## src/rtl/lv_owt_tx_arb.sv

```systemverilog
`default_nettype none
// ============================================================================
// Module      : lv_owt_tx_arb
// Description : Fixed-priority arbiter (0 > 1 > 2) that shares one OWT
//               transmitter among three requesters (fsm watchdog, wdg timer,
//               spi forward). A grant latches the requester's address/data,
//               raises o_owt_tx_req and waits for i_owt_rx_ack. Completion
//               pulses o_ack[src] for one cycle, followed by a one-cycle DONE
//               gap before the next arbitration.
//
//               Optional feature macro: LV_OWT_ARB_TMO_EN
//                 defined   -> 16-bit ack-timeout counter; a frame with no
//                              ack after TMO_CYC cycles ends with o_tmo_err
//                              and o_ack[src] qualified by o_err=1.
//                 undefined -> WAIT_ACK waits indefinitely; o_err and
//                              o_tmo_err are tied low.
//
// Ports       : i_clk, i_rst_n      clock, asynchronous active-low reset
//               i_owt_com_en        channel enable (requests ignored when 0,
//                                   aborts a frame in flight when it falls)
//               i_req[2:0]          level requests
//               i_addrN / i_dataN   per-requester frame payload
//               o_ack[2:0], o_err   one-cycle completion pulse + error flag
//               o_owt_tx_req        level request to the OWT transmitter
//               o_owt_tx_addr/data  latched payload of the current grant
//               o_owt_tx_src        index of the granted requester
//               i_owt_rx_ack        transfer-complete pulse from OWT receiver
//               o_tmo_err           one-cycle timeout pulse
//
// Revision    : 1.0 - initial release
// ============================================================================
module lv_owt_tx_arb #(
  parameter int ADDR_W  = 7,
  parameter int DATA_W  = 8,
  parameter int TMO_CYC = 512
) (
  input  logic              i_clk,
  input  logic              i_rst_n,
  input  logic              i_owt_com_en,
  input  logic [2:0]        i_req,
  input  logic [ADDR_W-1:0] i_addr0,
  input  logic [ADDR_W-1:0] i_addr1,
  input  logic [ADDR_W-1:0] i_addr2,
  input  logic [DATA_W-1:0] i_data0,
  input  logic [DATA_W-1:0] i_data1,
  input  logic [DATA_W-1:0] i_data2,
  output logic [2:0]        o_ack,
  output logic              o_err,
  output logic              o_owt_tx_req,
  output logic [ADDR_W-1:0] o_owt_tx_addr,
  output logic [DATA_W-1:0] o_owt_tx_data,
  output logic [1:0]        o_owt_tx_src,
  input  logic              i_owt_rx_ack,
  output logic              o_tmo_err
);

  // Elaboration-time range check on the timeout length.
  if (TMO_CYC < 2 || TMO_CYC > 65535) begin : g_tmo_cyc_bad
    $error("lv_owt_tx_arb: TMO_CYC out of range 2..65535");
  end

  typedef enum logic [1:0] {
    IDLE     = 2'd0,
    WAIT_ACK = 2'd1,
    DONE     = 2'd2
  } state_t;

  state_t              state;
  state_t              state_nxt;

  // Goes high on the first edge after reset release; gating arbitration with
  // it pushes the earliest possible grant to the second edge after release.
  logic                armed;

  logic                grant;
  logic                tx_req_nxt;
  logic [2:0]          ack_nxt;
  logic [1:0]          src_nxt;
  logic [ADDR_W-1:0]   addr_nxt;
  logic [DATA_W-1:0]   data_nxt;
  logic                err_nxt;
  logic                tmo_nxt;

`ifdef LV_OWT_ARB_TMO_EN
  localparam logic [15:0] TMO_LAST = 16'(TMO_CYC - 1);
  logic [15:0]         tmo_cnt;
  logic                tmo_hit;
  logic                err_q;
  logic                tmo_q;

  assign tmo_hit = (tmo_cnt == TMO_LAST);
`endif

  // --------------------------------------------------------------------------
  // Next-state / next-output logic
  // --------------------------------------------------------------------------
  always_comb begin
    state_nxt  = state;
    grant      = 1'b0;
    tx_req_nxt = o_owt_tx_req;
    ack_nxt    = 3'b000;
    err_nxt    = 1'b0;
    tmo_nxt    = 1'b0;
    src_nxt    = o_owt_tx_src;
    addr_nxt   = o_owt_tx_addr;
    data_nxt   = o_owt_tx_data;

    case (state)
      IDLE: begin
        if (armed && i_owt_com_en && (i_req != 3'b000)) begin
          grant      = 1'b1;
          tx_req_nxt = 1'b1;
          state_nxt  = WAIT_ACK;
          // Lowest set bit wins.
          if (i_req[0]) begin
            src_nxt  = 2'd0;
            addr_nxt = i_addr0;
            data_nxt = i_data0;
          end else if (i_req[1]) begin
            src_nxt  = 2'd1;
            addr_nxt = i_addr1;
            data_nxt = i_data1;
          end else begin
            src_nxt  = 2'd2;
            addr_nxt = i_addr2;
            data_nxt = i_data2;
          end
        end
      end

      WAIT_ACK: begin
        // Channel disable takes precedence: the frame is silently dropped
        // and the requester, still holding i_req, retries later.
        if (!i_owt_com_en) begin
          tx_req_nxt = 1'b0;
          state_nxt  = IDLE;
        end else if (i_owt_rx_ack) begin
          // An ack on the timeout cycle still wins.
          tx_req_nxt = 1'b0;
          ack_nxt    = 3'(3'b001 << o_owt_tx_src);
          state_nxt  = DONE;
        end
`ifdef LV_OWT_ARB_TMO_EN
        else if (tmo_hit) begin
          tx_req_nxt = 1'b0;
          ack_nxt    = 3'(3'b001 << o_owt_tx_src);
          err_nxt    = 1'b1;
          tmo_nxt    = 1'b1;
          state_nxt  = DONE;
        end
`endif
      end

      DONE: begin
        state_nxt = IDLE;
      end

      default: begin
        tx_req_nxt = 1'b0;
        state_nxt  = IDLE;
      end
    endcase
  end

  // --------------------------------------------------------------------------
  // State and output registers
  // --------------------------------------------------------------------------
  always_ff @(posedge i_clk or negedge i_rst_n) begin
    if (!i_rst_n) begin
      state         <= IDLE;
      armed         <= 1'b0;
      o_owt_tx_req  <= 1'b0;
      o_ack         <= 3'b000;
      o_owt_tx_src  <= 2'd0;
      o_owt_tx_addr <= '0;
      o_owt_tx_data <= '0;
    end else begin
      state         <= state_nxt;
      armed         <= 1'b1;
      o_owt_tx_req  <= tx_req_nxt;
      o_ack         <= ack_nxt;
      o_owt_tx_src  <= src_nxt;
      o_owt_tx_addr <= addr_nxt;
      o_owt_tx_data <= data_nxt;
    end
  end

`ifdef LV_OWT_ARB_TMO_EN
  // Timeout counter: cleared on grant, counts every WAIT_ACK cycle.
  always_ff @(posedge i_clk or negedge i_rst_n) begin
    if (!i_rst_n) begin
      tmo_cnt <= 16'd0;
      err_q   <= 1'b0;
      tmo_q   <= 1'b0;
    end else begin
      err_q <= err_nxt;
      tmo_q <= tmo_nxt;
      if (grant) begin
        tmo_cnt <= 16'd0;
      end else if (state == WAIT_ACK) begin
        tmo_cnt <= tmo_cnt + 16'd1;
      end
    end
  end

  assign o_err     = err_q;
  assign o_tmo_err = tmo_q;
`else
  // Without the timeout feature the error qualifiers are constant; the
  // next-value terms are always zero and are consumed here only so every
  // net has a reader.
  logic unused_tmo;
  assign unused_tmo = err_nxt | tmo_nxt | grant;
  assign o_err      = 1'b0;
  assign o_tmo_err  = 1'b0;
`endif

endmodule
`default_nettype wire

```

## config.mk

```make
export PLATFORM = sky130hd
export DESIGN_NAME = lv_owt_tx_arb
export DESIGN_NICKNAME = d
export VERILOG_FILES = /design/src/rtl/lv_owt_tx_arb.sv
export SDC_FILE = /design/constraint.sdc
export NUM_CORES = 1
export LEC_CHECK = 0
export CAP_MARGIN = 30
export CORE_UTILIZATION = 34
export DETAILED_ROUTE_END_ITERATION = 7
export PLACE_DENSITY = 0.82
export RECOVER_POWER = 50
export SLEW_MARGIN = 10
export SYNTH_ARGS = -nofsm -noshare
export SYNTH_HDL_FRONTEND = slang
export SYNTH_SLANG_ARGS = --single-unit
```

## constraint.sdc

```tcl
create_clock -name i_clk -period 1.7 [get_ports i_clk]
set_clock_uncertainty 0.2 [all_clocks]
set_input_delay 0.425 -clock i_clk [delete_from_list [all_inputs] [get_ports i_clk]]
set_output_delay 0.425 -clock i_clk [all_outputs]
set_load 0.01 [all_outputs]
```

==> metrics.cfg, run 1 <==
[status]
outcome=complete, no violations

[yosys]
ys_ff_latch=24
synth-seq-area-share_pct=45.6
syn_area_per_cell_um2=10.8
yosysWarnings=0
syn_area_um2=1320
ys_types=30
netlist_instances=122

[worst_setup_path]
cp_slowest_cell=dfrtp_1
reg2reg_from=state[0]$_DFFE_PN0P_
path_delay_family=simple AND/OR/NAND/NOR gates
ff2ff_setup_slack_ns=0.08
slowest_delay_ns=0.41
crit_buf_inv=1
r2r_end=o_owt_tx_data[1]$_DFFE_PN0P_
crit_chain=nand4bb_1 -> nor2_4 -> buf_4 -> mux2_2
worstSetupEndpointType=flip-flop
worstPathRequired_ns=1.65
crit_path_start_kind=flip-flop
cp.arrival_ns=1.56
r2r_cells=4
cp_max_fo=5
crit_type=flip-flop to flip-flop

[timing]
hold_viol_final=0
slew_violations=0
fin_crit_sh_pct=95.2
rsz0062_at_grt=no
relSlewSlack_pct=60.5
min_period_ns=1.62
setup_viol=0
max_freq_ghz=0.618
finalSetupTns_ns=0
worst_pin_slew_ns=0.593
fin_ws_ns=0.0814

[routing]
wire_per_inst_um=12.4
drcViolationCount=0
vias_per_cell=4.70
ant_nets=0
dr.first_iter.drc_count=52
vias=1189
firstDrtPassIters=4
wirelength_um=3130

[clocking]
root_buffer=clkbuf_8
insertion_delay_ns=0.26
cts_buffers=3
clk_pin_slew_ns=0.08
cts_tree=yes
clock_path_buffers=2
clkSinkCount=24
h-tree-depth=1

[die]
start_util_pct=35.7
core_um2=3690
rows=22
die_h_um=64.3
io_pins=75
die_area_um2=4130
fp.dieW_um=64.3

[global_routing]
grtUsageTotal_pct=16.0
grt_max_degree=25
grt_overflow=0
grt_antenna_before_repair=0
grt_pass1_vias=1128
grt_pass1_wl_um=5180

[min_path]
min_from=o_owt_tx_addr[4]$_DFFE_PN0P_
hold_end=o_owt_tx_addr[4]$_DFFE_PN0P_
min_path_type=flip-flop to flip-flop
whs_path_depth=1

[placement]
portBuffers=72
hpwl_um=2490
gp_congestion=0.712
dp_slack_ns=-0.470

[finish]
nets=258
area_growth_pct=65.6
drive_gt1_share_pct=17.1
diodes=0

[power]
power_mw=1.71
p_leak_nw=1.02
max-vdd-ir-drop_v=0.000351
p_per_area_nw_per_um2=786

[job]
max_cap_viol_count=0

[layer usage]
metal | GRT usage [%] | wire, um | up-vias
met4 | 3.33 | 15 | 0
met2 | 29.1 | 1580 | 42
li1 | - | - | 588
met3 | 2.86 | 218 | 2
met1 | 19.6 | 1320 | 557
met5 | 0 | 0 | -
[synthesized netlist by cell type, drive strengths merged]
| master | count | area [um2] |
|---|---|---|
| a21oi | 2 | 10.0 |
| a221o | 2 | 20.0 |
| a2bb2oi | 2 | 17.5 |
| a31oi | 1 | 6.26 |
| buf | 7 | 66.3 |
| clkbuf | 3 | 11.3 |
| conb | 2 | 7.51 |
| dfrtp | 24 | 601 |
| inv | 5 | 18.8 |
| mux2 | 11 | 146 |
| mux2i | 11 | 110 |
| nand2 | 14 | 52.6 |
| nand3 | 1 | 5.00 |
| nand3b | 1 | 7.51 |
| nand4bb | 1 | 11.3 |
| nor2 | 5 | 26.3 |
| nor2b | 3 | 18.8 |
| nor3 | 2 | 21.3 |
| nor3b | 4 | 30.0 |
| o21ai | 13 | 65.1 |
| o22a | 3 | 30.0 |
| o22ai | 1 | 6.26 |
| o31ai | 3 | 22.5 |
| or3 | 1 | 6.26 |
[through the flow]
stage	cells	util (%)	hold WS, ns	area (um2)
final	253	59.2	0.306	2180
after detailed placement	247	58.1	0.298	2140
after floorplan	123	-	-0.0706	1320
after CTS	253	59.3	0.315	2190
after global placement	247	58.1	0.289	2140
after global routing	253	59.2	0.331	2180
[cells by family (layout without fill, tap and decap cells)]
kind of cell	count (synthesis)	after routing	share of synthesized area, %
flops	24	24	45.6
simple gates	32	32	13.6
mux	22	22	19.5
compound gates	27	27	13.5
buf+inv	15	97	7.31
other cells	2	3	0.570
[registers in the layout, summed over array words and instances (netlist names)]
signal and count:
o_owt_tx_data 8, o_owt_tx_addr 7, o_owt_tx_src 2, state 2, o_owt_tx_req 1, o_ack 3, armed 1
[final cells by class]
| class | instances | area [um2] |
|---|---|---|
| flip-flops and latches | 24 | 601 |
| fillers | 334 | 1510 |
| repair buffers | 88 | 823 |
| inverters | 5 | 18.8 |
| multi-input cells | 84 | 624 |
| well taps | 48 | 60.1 |
| clock buffers | 4 | 55.1 |
[where the power goes]
part           internal [mW]  switching, mW  leakage [nW]
registers              0.680         0.0555         0.294
clock network          0.206          0.169        0.0288
logic                  0.372          0.231         0.694
total                   1.26          0.456          1.02
[layout by cell type, fill, tap and decap left out, types with 2 or more instances in the layout]
| cell type | count |
|---|---|
| a21oi_1 | 2 |
| a221o_1 | 2 |
| a2bb2oi_1 | 2 |
| buf_4 | 10 |
| buf_6 | 2 |
| clkbuf_8 | 4 |
| clkdlybuf4s50_1 | 45 |
| conb_1 | 3 |
| dfrtp_1 | 24 |
| dlygate4sd2_1 | 25 |
| dlygate4sd3_1 | 2 |
| inv_1 | 5 |
| mux2_2 | 5 |
| mux2_4 | 6 |
| mux2i_1 | 11 |
| nand2_1 | 14 |
| nor2_1 | 4 |
| nor2b_1 | 3 |
| nor3b_1 | 4 |
| o21ai_0 | 13 |
| o22a_2 | 3 |
| o31ai_1 | 3 |
[repair_timing]
action,4_1_cts,5_1_grt
setup endpoints to repair,37,0
buffers inserted,2,0
resized for setup,27,0
hold buffers,0,0
hold endpoints to repair,0,0
[how the worst max path moves through the flow]
stage	startpoint	end	slack (ns)	depth (start not counted)
global route	state[0]$_DFFE_PN0P_	o_owt_tx_data[1]$_DFFE_PN0P_	0.004	4
finish	state[0]$_DFFE_PN0P_	o_owt_tx_data[1]$_DFFE_PN0P_	0.08	4
detailed placement	i_req[1]	o_owt_tx_addr[1]$_DFFE_PN0P_	-0.47	5
floorplan	state[0]$_DFFE_PN0P_	o_owt_tx_addr[0]$_DFFE_PN0P_	0.04	5
global placement	i_req[1]	o_owt_tx_data[7]$_DFFE_PN0P_	-0.44	5
CTS	state[0]$_DFFE_PN0P_	o_owt_tx_data[1]$_DFFE_PN0P_	0.08	4
Power figures use the tool's default switching activity.
==> run 2: changes to the inputs <==
- clock period: 1.7 -> 1.35 ns (I/O delays scaled with it)
==> run 2 against run 1 <==
Critical path depth unchanged. Highest routed layer unchanged. Sequential power up 27%. Non-clock buffer count up 23. The flow now finishes with violations (negative setup slack).
==> metrics.cfg, run 2 (synthesis gave the netlist of run 1 again) <==
[power]
p_per_area_nw_per_um2=1010  ; +29%
p_leak_nw=1.13  ; +11%
power_mw=2.43  ; +42%
max-vdd-ir-drop_v=0.000525  ; +50%

[timing]
worst_pin_slew_ns=0.598  ; +0.00490 ns
min_period_ns=1.56  ; -0.0613 ns
hold_viol_final=0  ; unchanged
slew_violations=0  ; unchanged
setup_viol=18  ; +18
rsz0062_at_grt=yes
fin_ws_ns=-0.207  ; -0.289 ns
max_freq_ghz=0.642  ; +3.9%
fin_crit_sh_pct=115  ; +20 points
relSlewSlack_pct=60.2  ; -0.33 points

[global_routing]
grtUsageTotal_pct=19.5  ; +3.5 points
grt_pass1_wl_um=6160  ; +19%
grt_pass1_vias=1345  ; +19%
grt_antenna_before_repair=0  ; unchanged
grt_overflow=0  ; unchanged
grt_max_degree=25  ; unchanged

[job]
max_cap_viol_count=0  ; unchanged

[die]
die_area_um2=4130  ; unchanged
fp.dieW_um=64.3  ; unchanged
start_util_pct=35.7  ; unchanged
core_um2=3690  ; unchanged
rows=22  ; unchanged
die_h_um=64.3  ; unchanged
io_pins=75  ; unchanged

[routing]
drcViolationCount=0  ; unchanged
dr.first_iter.drc_count=41  ; -21%
firstDrtPassIters=4  ; unchanged
ant_nets=0  ; unchanged
vias=1291  ; +8.6%
wire_per_inst_um=13.5  ; +9.3%
vias_per_cell=4.68  ; -0.47%
wirelength_um=3740  ; +19%

[clocking]
root_buffer=clkbuf_8
insertion_delay_ns=0.27  ; about the same
ctsHoldBuffers=0  ; unchanged
clkSinkCount=24  ; unchanged
h-tree-depth=1  ; unchanged
clk_pin_slew_ns=0.09  ; about the same
cts_buffers=3  ; unchanged
cts_tree=yes
clock_path_buffers=2  ; unchanged

[finish]
stdcell_count=276  ; +9.1%
diodes=0  ; unchanged
nets=281  ; +8.9%
regMostFlops=o_owt_tx_data
drive_gt1_share_pct=40.8  ; +24 points
largest_reg_flops=8  ; unchanged
area_growth_pct=82.3
top_regs=o_owt_tx_data: 8 flops, o_owt_tx_addr: 7 flops, o_ack: 3 flops
layout_common_cells=clkdlybuf4s50_1 (47), buf_4 (33), dfrtp_1 (24)
fin_util_pct=65.1  ; +6.0 points
final_common_cell=clkdlybuf4s50_1
fillers=310  ; -7.2%

[worst_setup_path]
worstPathRequired_ns=1.30  ; -0.35 ns
crit_buf_inv=1  ; unchanged
path_delay_family=flip-flops
cp.arrival_ns=1.51  ; -0.05 ns
cp_slowest_cell=dfrtp_1
crit_type=flip-flop to flip-flop
worstSetupEndpointType=flip-flop
slowest_delay_ns=0.39  ; -0.02 ns
crit_chain=nand4bb_4 -> nor2_4 -> buf_6 -> mux2_4
cp_max_fo=6  ; +1
crit_path_start_kind=flip-flop

[placement]
gp_congestion=0.722  ; +1.4%
dp.cells=258  ; +4.5%
portBuffers=72  ; unchanged
hpwl_um=2680  ; +7.7%

[status]
outcome=finished with violations
violations=negative setup slack

[min_path]
min_path_type=flip-flop to flip-flop

==> run 2: cell types whose count changed in the layout (fill, tap and decap cells not counted), sizes merged <==
cell           before  now
clkdlybuf4s15       0    3
dlygate4sd3         2    0
dlygate4sd2        25    1
buf                13   59
clkdlybuf4s50      45   47
clkbuf              7    5
==> run 2: path summary, 6_finish.rpt <==
kind | from | to | slack, ns | cells past startpoint
max in group asynchronous | i_rst_n | o_owt_tx_addr[0]$_DFFE_PN0P_ | 0.21 | 2
min in group asynchronous | i_rst_n | o_owt_tx_req$_DFFE_PN0P_ | 0.34 | 2
hold / removal | o_owt_tx_data[3]$_DFFE_PN0P_ | o_owt_tx_data[3]$_DFFE_PN0P_ | 0.32 | 1
setup reg to reg | state[1]$_DFFE_PN0P_ | o_owt_tx_data[7]$_DFFE_PN0P_ | -0.21 | 4
setup / recovery | state[1]$_DFFE_PN0P_ | o_owt_tx_data[7]$_DFFE_PN0P_ | -0.21 | 4
hold reg to reg | o_owt_tx_data[3]$_DFFE_PN0P_ | o_owt_tx_data[3]$_DFFE_PN0P_ | 0.32 | 1
==> run 2: layout make-up <==
type | count | area [um2] | area share [%]
well taps | 48 | 60.1 | 2.50
clock buffers | 4 | 55.1 | 2.29
inverters | 5 | 18.8 | 0.781
repair buffers | 111 | 951 | 39.6
flip-flops and latches | 24 | 601 | 25.0
multi-input cells | 84 | 717 | 29.8
==> run 2: per-layer routing <==
metal	GRT usage [%]	vias up	routed length, um
li1	-	635	-
met1	22.9	611	1590
met2	33.9	41	1890
met3	4.82	4	224
met4	7.50	0	35
met5	0	-	0
==> run 2: timing repair <==
action	4_1_cts	5_1_grt
cloned	0	0
endpoints found under the setup margin	42	37
pin swaps	3	1
setup buffers	9	5
hold endpoints to repair	0	0
resized for setup	105	14
==> run 2: through the flow <==
stage / area (um2) / setup TNS [ns] / worst slack (ns) / hold WS (ns)
2_1_floorplan: 1320 / -3.01 / -0.287 / -0.158
3_3_place_gp: 2240 / -13.19 / -0.667 / 0.285
3_5_place_dp: 2240 / -13.85 / -0.708 / 0.288
4_1_cts: 2320 / -2.66 / -0.232 / 0.222
5_1_grt: 2400 / -3.75 / -0.255 / 0.345
6_report: 2400 / -2.67 / -0.207 / 0.317
==> run 2: where the power goes <==
group	total, mW	internal (mW)	switching, mW
logic	1.01	0.648	0.365
clock network	0.484	0.260	0.224
registers	0.930	0.856	0.0737
total	2.43	1.76	0.663
